==> src/rtl/fetch_queue.sv <==
// fetch_queue: fetch PC generator feeding a DEPTH-entry queue of {instr, pc_plus4}.
module fetch_queue #(
    parameter int XLEN = 32,
    parameter int DEPTH = 4,
    parameter logic [XLEN-1:0] RESET_PC = '0
) (
    input  logic                    clk,
    input  logic                    rst,
    output logic [XLEN-1:0]         imem_addr,
    input  logic [31:0]             imem_rdata,
    input  logic                    redirect_valid,
    input  logic [XLEN-1:0]         redirect_pc,
    input  logic                    deq_ready,
    output logic                    deq_valid,
    output logic [31:0]             deq_instr,
    output logic [XLEN-1:0]         deq_pc_plus4,
    output logic [$clog2(DEPTH):0]  count
);
    localparam int AW = $clog2(DEPTH);
    localparam logic [AW:0] FULL = (AW+1)'(DEPTH);
    logic [XLEN-1:0] r_pc;
    logic [AW-1:0]   r_rd;
    logic [AW-1:0]   r_wr;
    logic [AW:0]     r_count;
    logic [31:0]     r_instr [DEPTH];
    logic [XLEN-1:0] r_pc4 [DEPTH];
    logic            w_deq;
    logic            w_enq;
    logic [XLEN-1:0] w_pc_next;
    // A full queue still accepts a fetch when its head leaves in the same cycle.
    always_comb begin
        w_deq = (r_count != '0) && deq_ready && !redirect_valid;
        w_enq = !redirect_valid && ((r_count != FULL) || w_deq);
        w_pc_next = r_pc + XLEN'(4);
    end
    assign imem_addr = r_pc;
    assign deq_valid = (r_count != '0);
    assign deq_instr = r_instr[r_rd];
    assign deq_pc_plus4 = r_pc4[r_rd];
    assign count = r_count;
    always_ff @(posedge clk) begin
        if (rst) begin
            r_pc <= RESET_PC;
            r_rd <= '0;
            r_wr <= '0;
            r_count <= '0;
        end else if (redirect_valid) begin
            r_pc <= {redirect_pc[XLEN-1:2], 2'b00};
            r_rd <= '0;
            r_wr <= '0;
            r_count <= '0;
        end else begin
            if (w_enq) begin
                r_pc <= w_pc_next;
                r_wr <= r_wr + 1'b1;
            end
            if (w_deq)
                r_rd <= r_rd + 1'b1;
            r_count <= (w_enq && !w_deq) ? r_count + 1'b1 :
                       (w_deq && !w_enq) ? r_count - 1'b1 : r_count;
        end
    end
    always_ff @(posedge clk) begin
        if (!rst && w_enq) begin
            r_instr[r_wr] <= imem_rdata;
            r_pc4[r_wr] <= w_pc_next;
        end
    end
endmodule

==> config.mk <==
export PLATFORM = sky130hd
export DESIGN_NAME = fetch_queue
export DESIGN_NICKNAME = d
export VERILOG_FILES = /design/src/rtl/fetch_queue.sv
export SDC_FILE = /design/constraint.sdc
export NUM_CORES = 1
export LEC_CHECK = 0
export BUFFER_PORTS_ARGS = -buffer_cell sky130_fd_sc_hd__buf_4
export CAP_MARGIN = 20
export CORE_ASPECT_RATIO = 1.75
export CORE_MARGIN = 8
export CORE_UTILIZATION = 52
export DETAILED_ROUTE_END_ITERATION = 8
export PLACE_DENSITY = 0.76
export SLEW_MARGIN = 20
export SYNTH_ARGS = -nofsm -noshare
export SYNTH_HDL_FRONTEND = slang
export SYNTH_SLANG_ARGS = --single-unit
==> constraint.sdc <==
create_clock -name clk -period 3.7 [get_ports clk]
set_clock_uncertainty 0.15 [all_clocks]
set_input_delay 0.37 -clock clk [delete_from_list [all_inputs] [get_ports clk]]
set_output_delay 0.37 -clock clk [all_outputs]
set_load 0.02 [all_outputs]
==> flow_metrics.env <==
export IMPL_timing_critical_path_fanout_max=28
export IMPL_avgRoutedWirePerCell_um=20.6
export IMPL_setup_violations_final=0
export IMPL_drt_antenna_violating_nets=0
export IMPL_port_buffers=161
export IMPL_effective_utilization_at_floorplan_pct=52.4
export IMPL_period_minus_slack_ps=2900
export IMPL_buf_inv_on_cp=2
export IMPL_fraction_of_registers_with_async_set_reset_pct=0
export IMPL_final_cell_area_um2=14700
export IMPL_power_density_nw_per_um2=464
export IMPL_outcome="complete, no violations"
export IMPL_maxSlewViolCount=0
export IMPL_remaining_drc_errors=0
export IMPL_postSynth_topFlopCell="sky130_fd_sc_hd__edfxtp_1"
export IMPL_ys_ff_latch=287
export IMPL_worst_path_most_repeated_cell="sky130_fd_sc_hd__buf_4"
export IMPL_area_added_between_synthesis_and_finish_pct=24.9
export IMPL_maxCapViolCount=0
export IMPL_postCtsSetupBuffers=0
export IMPL_critPathCaptureType="output pin"
export IMPL_drtIter0Drc=458
export IMPL_nets=978
export IMPL_antenna_diode_count=0
export IMPL_dp_hpwl_mm=16.0
export IMPL_tightestPinTransition_ps=1100
export IMPL_crit_family="flip-flops"
export IMPL_place_gp_congestion=0.854
export IMPL_initial_antenna_violation_count=0
export IMPL_synth_area_um2=11800
export IMPL_worst_ir_drop_vdd_v=0.000393
export IMPL_grt_pass1_vias=7354
export IMPL_cts_buffers_inserted=25
export IMPL_synth_lib_cells_used_distinct=59
export IMPL_maxClockFrequency_mhz=345
export IMPL_pin_count=168
export IMPL_clk_transition_reported_paths_ps=60
export IMPL_grt_max_degree=63
export IMPL_criticalPathCategory="flip-flop to output pin"
export IMPL_h_tree_lvls=1
export IMPL_slowest_stage="sky130_fd_sc_hd__dfxtp_4"
export IMPL_tritoncts="yes"
export IMPL_clkLatencyLatePin_ps=520
export IMPL_placed_area_um2=13400
export IMPL_per_cell_via_count_in_the_routed_design=5.71
export IMPL_detailroute_via_count=6975
export IMPL_hold_class="input port to flip-flop"
export IMPL_dr_pass1_iters=5
export IMPL_cts_root_buf="sky130_fd_sc_hd__clkbuf_16"
export IMPL_critical_path_max_stage_delay_ps=720
export IMPL_p_leak_nw=5.03
export IMPL_synth_seq_area_share_pct=69.9
export IMPL_unrepaired_setup_endpoints_after_global_routing="false"
export IMPL_hold_viol=0
export IMPL_floorplan_die_width_um=130
export IMPL_row_count=73
export IMPL_grt_first_pass_wirelength_mm=39.7
export IMPL_slew_headroom_pct=26.9
export IMPL_critPathArrivalTime_ps=2380
export IMPL_setup_ws_pre_cts_ps=1170
export IMPL_post_synth_inst_count=690
export IMPL_startpoint_type="flip-flop"
export IMPL_design_die_area_um2=27900
export IMPL_numClockSinks=287
export IMPL_cts_buffer_depth=3
export IMPL_overflow_left_after_global_routing=0
export IMPL_core_area_um2=22500
export IMPL_track_usage_pct=18.2
export IMPL_die_height_um=215
export IMPL_yosys_warnings=0
export IMPL_worstPathCellList="buf_4, mux4_2, buf_4"
export IMPL_setup_tns_ps=0
export IMPL_number_of_enable_type_register_cells_in_the_synthesized_netlist=248
export IMPL_syn_mean_instance_area_um2=17.1
export IMPL_period_share_pct=78.4
export IMPL_post_route_worst_setup_slack_ps=801
export IMPL_postRouteWirelength_mm=25.2
export IMPL_worst_hold_check_slack_ps=13.8
export IMPL_cp_required_ps=3180
export IMPL_drive_above_1_share_pct=31.2
==> through the flow <==
stage | util, % | std cells | total power, mW
2_1_floorplan | - | 693 | 4.05
3_3_place_gp | 59.4 | 1122 | 4.29
3_5_place_dp | 59.4 | 1122 | 4.30
4_1_cts | 65.4 | 1222 | 6.88
5_1_grt | 65.4 | 1222 | 7.03
6_report | 65.4 | 1222 | 6.81
==> worst reg2reg max path, cell delays in order (launching register included) <==
cell                        delay [ps]
sky130_fd_sc_hd__dfxtp_1           400
sky130_fd_sc_hd__or3b_2            650
sky130_fd_sc_hd__nor2_2            770
sky130_fd_sc_hd__nor4_1            100
sky130_fd_sc_hd__a2111oi_1         390
==> registers in the layout, indices dropped and copies added, names as in the netlist, named ones only <==
signal / cells
r_rd: 2
r_instr: 128
r_wr: 2
count: 3
r_pc4: 120
imem_addr: 30
==> logic make-up after synthesis <==
group                      after synthesis  synth area share, %
DFF                                    287                 69.9
and+or+nand+nor                        156                 7.32
AOI/OAI and AO/OA                       75                 4.88
muxes                                   63                 11.9
buffers and inverters                   63                 2.27
xor gates and xnor gates                38                 2.83
adders and majority gates                7                0.808
other                                    1               0.0319
==> timing repair <==
action | 4_1_cts | 5_1_grt
endpoints found under the hold margin | 150 | 0
resized for setup | 0 | 0
hold buffers | 54 | 0
==> area by class of cell <==
type / instances / area [um2]
clock buffer: 38 / 736
clock inverter: 8 / 70.1
fill: 1636 / 7770
inverter: 18 / 67.6
multi-input combinational: 343 / 3300
sequential: 287 / 8230
tap: 300 / 375
timing repair buffer: 228 / 1920
==> cell usage after synthesis, drive strengths merged (2+ instances only) <==
cell       n  area [um2]
nor3       4        20.0
xnor2     19         166
a311oi     9        78.8
a31oi      5        31.3
o211ai     2        15.0
nand4     12        96.3
o21ai      6        30.0
a221oi     2        17.5
nor4      12        81.3
o31ai      7        52.6
inv       18        67.6
dfxtp     39         781
a21oi      9        45.0
a2111o     2        22.5
a2111oi    5        45.0
nand3     14        82.6
or3        6        37.5
a211oi     9        67.6
o311ai     2        17.5
and2       9        56.3
nand2     31         116
nor2b      2        12.5
or4        8        63.8
o41ai      5        43.8
o2bb2ai    2        17.5
buf       20         106
o31a       3        26.3
edfxtp   248        7450
a41oi      2        17.5
clkbuf    25        93.8
mux4      62        1400
xor2      19         166
and4       6        53.8
nor4b      3        26.3
ha         6        75.1
nand2b     6        37.5
nor2      39         149
==> final timing paths <==
check / start / endpoint / slack (ps) / depth (start not counted)
min reg2reg: r_wr[1] / r_wr[1] / 360 / 2
max: flip-flop / deq_pc_plus4[16] / 800 / 3
min: redirect_pc[26] / imem_addr[26] / 10 / 5
max reg2reg: count[0] / imem_addr[22] / 1120 / 4
==> layer usage <==
layer	GRT usage (%)	share of wire (%)
met2	32.3	53
met1	22.0	39
met4	6.70	2.8
met5	0	0
met3	2.48	5.4
==> power breakdown <==
group	total (mW)	internal, mW	switching [mW]
combinational	0.591	0.274	0.317
sequential	3.69	3.61	0.0719
clock	2.54	1.45	1.09
total	6.81	5.34	1.48
==> layout by cell type (no fill, tap or decap), types with 5 or more instances in the layout <==
cell / instances
sky130_fd_sc_hd__a211oi_1: 9
sky130_fd_sc_hd__a21oi_1: 9
sky130_fd_sc_hd__a311oi_1: 9
sky130_fd_sc_hd__a31oi_1: 5
sky130_fd_sc_hd__and2_1: 5
sky130_fd_sc_hd__and4_1: 5
sky130_fd_sc_hd__buf_12: 6
sky130_fd_sc_hd__buf_4: 168
sky130_fd_sc_hd__clkbuf_1: 8
sky130_fd_sc_hd__clkbuf_16: 26
sky130_fd_sc_hd__dfxtp_1: 37
sky130_fd_sc_hd__dlygate4sd3_1: 54
sky130_fd_sc_hd__edfxtp_1: 248
sky130_fd_sc_hd__ha_1: 6
sky130_fd_sc_hd__inv_1: 18
sky130_fd_sc_hd__mux4_2: 62
sky130_fd_sc_hd__nand2_1: 31
sky130_fd_sc_hd__nand2b_1: 6
sky130_fd_sc_hd__nand3_1: 13
sky130_fd_sc_hd__nand4_1: 10
sky130_fd_sc_hd__nor2_1: 38
sky130_fd_sc_hd__nor4_1: 11
sky130_fd_sc_hd__o21ai_0: 6
sky130_fd_sc_hd__o31ai_1: 7
sky130_fd_sc_hd__o41ai_1: 5
sky130_fd_sc_hd__or3_1: 6
sky130_fd_sc_hd__or4_1: 7
sky130_fd_sc_hd__xnor2_1: 19
sky130_fd_sc_hd__xor2_1: 19
No activity file was read; power rests on OpenSTA's default activity.
